File: src/rtl/timing_sequencer.sv
// Timing and run-control unit: HALT/RUN/STEP_WAIT sequencing, T-state counter
// with one-hot decode, interrupt-cycle flop R and instruction-retire counter.
module timing_sequencer #(
    parameter int unsigned NUM_T = 16,
    parameter int unsigned CNT_W = 16
) (
    input  logic                     clk,
    input  logic                     reset,
    input  logic                     start,
    input  logic                     halt_req,
    input  logic                     step_mode,
    input  logic                     step_req,
    input  logic                     incr_sc,
    input  logic                     clr_sc,
    input  logic                     ien,
    input  logic                     irq_pending,
    input  logic                     clr_r,
    output logic                     advance_en,
    output logic [$clog2(NUM_T)-1:0] sc,
    output logic [NUM_T-1:0]         T,
    output logic                     R,
    output logic                     running,
    output logic                     step_ack,
    output logic                     sc_wrap,
    output logic [CNT_W-1:0]         instr_count
);

    localparam int unsigned SC_W = $clog2(NUM_T);
    localparam logic [SC_W-1:0] SC_MAX = SC_W'(NUM_T - 1);

    localparam logic [1:0] ST_HALT      = 2'd0;
    localparam logic [1:0] ST_RUN       = 2'd1;
    localparam logic [1:0] ST_STEP_WAIT = 2'd2;

    logic [1:0]      state;
    logic [1:0]      state_nxt;
    logic [SC_W-1:0] sc_nxt;
    logic            wrap_hit;
    logic            t_early;
    logic            retire;

    // A step request is honoured in the same cycle it arrives.
    assign step_ack   = (state == ST_STEP_WAIT) && step_req;
    assign advance_en = (state == ST_RUN) || step_ack;
    assign running    = (state != ST_HALT);
    assign retire     = advance_en && (clr_sc || halt_req);

    always_comb begin
        T = '0;
        for (int unsigned i = 0; i < NUM_T; i++) begin
            T[i] = (sc == SC_W'(i));
        end
    end

    // T0..T2 active; written as a compare so NUM_T=2 needs no out-of-range index.
    assign t_early = ({{(32 - SC_W){1'b0}}, sc} < 32'd3);

    always_comb begin
        state_nxt = state;
        case (state)
            ST_HALT: begin
                if (start) begin
                    state_nxt = step_mode ? ST_STEP_WAIT : ST_RUN;
                end
            end
            ST_RUN: begin
                if (halt_req) begin
                    state_nxt = ST_HALT;
                end else if (step_mode) begin
                    state_nxt = ST_STEP_WAIT;
                end
            end
            ST_STEP_WAIT: begin
                if (advance_en && halt_req) begin
                    state_nxt = ST_HALT;
                end else if (!step_mode) begin
                    state_nxt = ST_RUN;
                end
            end
            default: state_nxt = ST_HALT;
        endcase
    end

    always_comb begin
        sc_nxt   = sc;
        wrap_hit = 1'b0;
        if (advance_en) begin
            if (halt_req || clr_sc) begin
                sc_nxt = '0;
            end else if (incr_sc) begin
                if (sc == SC_MAX) begin
                    sc_nxt   = '0;
                    wrap_hit = 1'b1;
                end else begin
                    sc_nxt = sc + SC_W'(1);
                end
            end
        end
    end

    always_ff @(posedge clk or posedge reset) begin
        if (reset) begin
            state       <= ST_HALT;
            sc          <= '0;
            R           <= 1'b0;
            sc_wrap     <= 1'b0;
            instr_count <= '0;
        end else begin
            state <= state_nxt;
            sc    <= sc_nxt;
            if (wrap_hit) begin
                sc_wrap <= 1'b1;
            end
            if (advance_en) begin
                if (clr_r) begin
                    R <= 1'b0;
                end else if (!R && !t_early && ien && irq_pending) begin
                    R <= 1'b1;
                end
            end
            if (retire) begin
                instr_count <= instr_count + CNT_W'(1);
            end
        end
    end

endmodule

File: config.mk
export PLATFORM = sky130hd
export DESIGN_NAME = timing_sequencer
export DESIGN_NICKNAME = d
export VERILOG_FILES = /design/src/rtl/timing_sequencer.sv
export SDC_FILE = /design/constraint.sdc
export NUM_CORES = 1
export LEC_CHECK = 0
export CAP_MARGIN = 5
export CORE_MARGIN = 2
export CORE_UTILIZATION = 45
export CTS_BUF_LIST = sky130_fd_sc_hd__clkbuf_2
export CTS_CLUSTER_SIZE = 24
export DETAILED_ROUTE_END_ITERATION = 16
export MAX_ROUTING_LAYER = met4
export PLACE_DENSITY_LB_ADDON = 0.2
export SYNTH_ARGS = -nofsm -noshare
export SYNTH_HDL_FRONTEND = slang
export SYNTH_SLANG_ARGS = --single-unit
File: constraint.sdc
create_clock -name clk -period 1.53 [get_ports clk]
set_input_delay 0.306 -clock clk [delete_from_list [all_inputs] [get_ports clk]]
set_output_delay 0.306 -clock clk [all_outputs]
set_load 0.005 [all_outputs]
==> results of run 1 <==
==> logic make-up after synthesis <==
family                     count (synthesis)  share of synthesized area, %
muxes                                      1                         0.851
xor gates and xnor gates                  15                          9.93
and+or+nand+nor                           55                          25.1
DFF                                       24                          45.4
AOI/OAI and AO/OA                         18                          11.7
adders and majority gates                  5                          4.73
buffers and inverters                      8                          2.27
==> what timing repair did <==
action | in CTS
pin swaps | 17
endpoints found under the setup margin | 47
gates resized for setup | 161
setup buffers | 36
==> metrics by stage <==
stage,utilization [%],cells
3_3_place_gp,71.2,221
4_1_cts,87.2,260
3_5_place_dp,71.2,221
2_1_floorplan,-,126
==> out/results.txt, run 1 <==
post-DP HPWL -> 2530 µm
PortBufs -> 51
main flop type after synthesis -> dfrtp_1
initial core utilization -> 47.5%
Die H -> 58.2 µm
# rows -> 19
CTS Buf Count -> 3
syn_area_per_cell -> 10.5 µm²
Worst endpoint, post-GRT repair -> T[14]
Longest Clk Path Bufs -> 2
largest net degree at the start of global routing -> 25
Cell Area, Synth -> 1320 µm²
ys async rst share -> 100%
status -> did not finish
Root Buffer -> clkbuf_2
Hold Buf Count CTS -> 0
I/O pin total -> 52
Gate Count Post-Synth -> 126
dpl ws -> -0.335 ns
Post-synth top cells -> 24 x dfrtp_1, 14 x xnor2_1, 13 x and2_1
Yosys cell types -> 34
die width -> 58.2 µm
stop err -> [ERROR DPL-0033] detailed placement checks failed during check placement.
share of the yosys chip area belonging to registers -> 45.4%
#FFs+latches synth -> 24
YS warnings -> 0
DP Area -> 1980 µm²
largest cells by area after synthesis -> dfrtp_1 45%, xnor2_1 9.3%, and2_1 6.1%
worst ep type -> output port
CTS H-Tree Depth -> 1
number of synthesized flops with an enable pin -> 0
Yosys top cell area share -> 45.4%
most numerous cell in the Yosys netlist -> dfrtp_1
syn_nets -> 142
gpl congestion -> 0.834
stage where the run ended -> global routing (5_1_grt)
initial antenna violation count -> 0
clk sinks -> 24
dominant cell type by area after synthesis -> dfrtp_1
==> run 2, diff against run 1 <==
==> config.mk (replaced) <==
export PLATFORM = sky130hd
export DESIGN_NAME = timing_sequencer
export DESIGN_NICKNAME = d
export VERILOG_FILES = /design/src/rtl/timing_sequencer.sv
export SDC_FILE = /design/constraint.sdc
export NUM_CORES = 1
export LEC_CHECK = 0
export CAP_MARGIN = 5
export CORE_AREA = 2 2 63 65
export DETAILED_ROUTE_END_ITERATION = 16
export DIE_AREA = 0 0 65 67
export PLACE_DENSITY_LB_ADDON = 0.15
export SYNTH_ARGS = -nofsm -noshare
export SYNTH_HDL_FRONTEND = slang
export SYNTH_SLANG_ARGS = --single-unit
==> run 2 against run 1 <==
Net effect: the flow now finishes, with violations (negative setup slack); synthesized cell count is the same; area after synthesis is the same.
==> out/results.txt, run 2 <==
status -> finished, violations left (was did not finish)
failing checks -> negative setup slack
setup TNS -> -0.729 ns
grt ovf -> 0
ys async rst share -> 100% (unchanged)
gpl congestion -> 0.845 (was 0.834)
commonest non-fill, non-tap cell in the layout -> buf_4
crit share post-route -> 106%
Total GRT Usage -> 17.0%
clk sinks -> 24 (unchanged)
# nets final -> 255
Post-DRT Antenna Nets -> 0
most numerous cell in the Yosys netlist -> dfrtp_1 (unchanged)
Fin Hold WS -> 0.375 ns
Die H -> 67 µm (was 58.2 µm)
Gate Count Post-Synth -> 126 (unchanged)
first-pass GRT wire length -> 5780 µm
syn_area_per_cell -> 10.5 µm² (unchanged)
Yosys top cell area share -> 45.4% (unchanged)
Power Total -> 2.23 mW
CTS H-Tree Depth -> 1 (unchanged)
PortBufs -> 51 (unchanged)
Max Cap Violations -> 0
die area -> 4360 µm²
crit-path leading delay family -> flip-flops
biggest regs -> instr_count (16), sc (4), state (2)
Lkg Pwr -> 1.29 nW
number of flip-flops in the largest register -> 16
Max Clock Skew -> 0.0111 ns
die width -> 65 µm (was 58.2 µm)
via count -> 1369
CP max stage delay -> 0.47 ns
syn_nets -> 142 (unchanged)
Crit Path Category -> reg2out
Req. time, crit path -> 1.22 ns
I/O pin total -> 52 (unchanged)
# rows -> 22 (was 19)
final worst slack -> -0.0910 ns
commonest cells after routing, fill and taps aside -> 43 x buf_4, 24 x buf_6, 23 x clkdlybuf4s50_1, 15 x dfrtp_1, 11 x xnor2_1
Yosys cell types -> 34 (unchanged)
Clock transition at path regs -> 0.10 ns
CTS tree -> yes
Worst Max-Slew Pin Slew -> 0.393 ns
CP startpoint kind -> flop
dominant cell type by area after synthesis -> dfrtp_1 (unchanged)
largest cells by area after synthesis -> dfrtp_1 45%, xnor2_1 9.3%, and2_1 6.1% (unchanged)
area growth from synthesis to layout -> 98.1%
Max Transition Viols Final -> 0
critical path capture point type -> primary output
Root Buffer -> clkbuf_8 (was clkbuf_2)
Top reg by flops -> instr_count
Pwr Density -> 851 nW/µm²
placed cell count -> 243 (was 221)
hold crit path type -> in2async
cell area after layout -> 2620 µm²
Crit-path slowest cell -> dfrtp_2
dpl ws -> -0.377 ns (was -0.335 ns)
Starting DRT DRC Count -> 16
post-DP HPWL -> 2370 µm (was 2530 µm)
number of synthesized flops with an enable pin -> 0 (unchanged)
CTS Buf Count -> 3 (unchanged)
vias per std cell -> 4.79
DR DRC count -> 0
Most common cell on crit path -> buf_6
Core ar. -> 3610 µm²
Setup-failing EPs final -> 13
crit-path cells -> ha_4 -> buf_6 -> and3_4 -> buf_6
clk_lat worst skew -> 0.27 ns
Routed WL per cell -> 13.6 µm
final core area utilization -> 72.7%
largest net degree at the start of global routing -> 25
share of the yosys chip area belonging to registers -> 45.4% (unchanged)
Max Clk Rate -> 617 MHz
final cell count without fillers -> 286
initial antenna violation count -> 0
worst path bufs/invs -> 2
Post-synth top cells -> 24 x dfrtp_1, 14 x xnor2_1, 13 x and2_1 (unchanged)
DR pass1 iterations -> 4
Longest Clk Path Bufs -> 2 (unchanged)
vias in the first global route -> 1305
YS warnings -> 0 (unchanged)
main flop type after synthesis -> dfrtp_1 (unchanged)
n_diodes -> 0
Final Hold Violating Endpoints -> 0
#FFs+latches synth -> 24 (unchanged)
Max-slew headroom -> 73.6%
Worst EP arrival -> 1.32 ns
critical path fanouts, max -> 5
final WL -> 3900 µm
worst vdd ir -> 803 µV
unrepaired setup endpoints after global routing -> yes
DP Area -> 2040 µm² (was 1980 µm²)
Cell Area, Synth -> 1320 µm² (unchanged)
layout cells sized above 1 -> 53.8%
initial core utilization -> 36.7% (was 47.5%)
Tmin final -> 1.62 ns
-- run 2: cell counts after synthesis --
No cell type changed its count.
-- run 2: layout make-up --
type                       count  area, µm²
multi-input combinational     94        867
sequential                    24        612
fill                         263        986
timing repair buffer         111        988
inverter                       5       21.3
clock buffer                   3       41.3
clock inverter                 1       30.0
tap                           48       60.1
-- run 2: kinds of logic (layout without fill, tap and decap cells) --
logic type | after synthesis | in the layout | synth area share, %
flip-flops | 24 | 24 | 45.4
multiplexers | 1 | 1 | 0.851
AO/OA/AOI/OAI | 18 | 18 | 11.7
AND/OR/NAND/NOR | 55 | 55 | 25.1
adder cells (fa/ha/maj) | 5 | 5 | 4.73
buffers and inverters | 8 | 120 | 2.27
XOR/XNOR | 15 | 15 | 9.93
-- run 2: path summary, 6_finish.rpt --
| check | start | to | slack, ns | cells past startpoint |
|---|---|---|---|---|
| worst max-delay path | sc[0] | T[15] | -0.09 | 4 |
| worst min-delay path | reset | instr_count[5] | 0.38 | 3 |
| worst max register to register | state[1] | instr_count[6] | -0.04 | 7 |
| worst min register to register | instr_count[15] | instr_count[15] | 0.48 | 1 |
| max in group asynchronous | reset | sc[2] | 0.88 | 3 |
| min in group clk | step_req | state[0] | 0.47 | 2 |
-- run 2: tightest hold or removal path, stage by stage --
cell             delay (ns)
clkdlybuf4s50_1        0.40
inv_1                  0.05
buf_4                  0.30
-- run 2: repair_timing --
action | in CTS | in global routing
setup endpoints to repair | 37 | 44
gates resized for setup | 121 | 37
pin swaps | 7 | 21
setup buffers | 23 | 18
hold buffers | 0 | 0
-- run 2: routing by layer --
metal | share of wire (%) | GRT usage (%) | vias to the layer above
li1 | - | - | 660
met1 | 43 | 20.3 | 670
met2 | 53 | 31.8 | 37
met3 | 3.7 | 2.20 | 2
met4 | 0.44 | 4.79 | 0
met5 | 0 | 0 | -
-- run 2: power by group --
part	internal [mW]	leakage [nW]	switching, mW	total (mW)
Clock	0.350	0.0357	0.217	0.567
Sequential	0.724	0.309	0.0972	0.821
Combinational	0.517	0.943	0.325	0.841
Total	1.59	1.29	0.639	2.23
(Power assumes the default switching activity.)
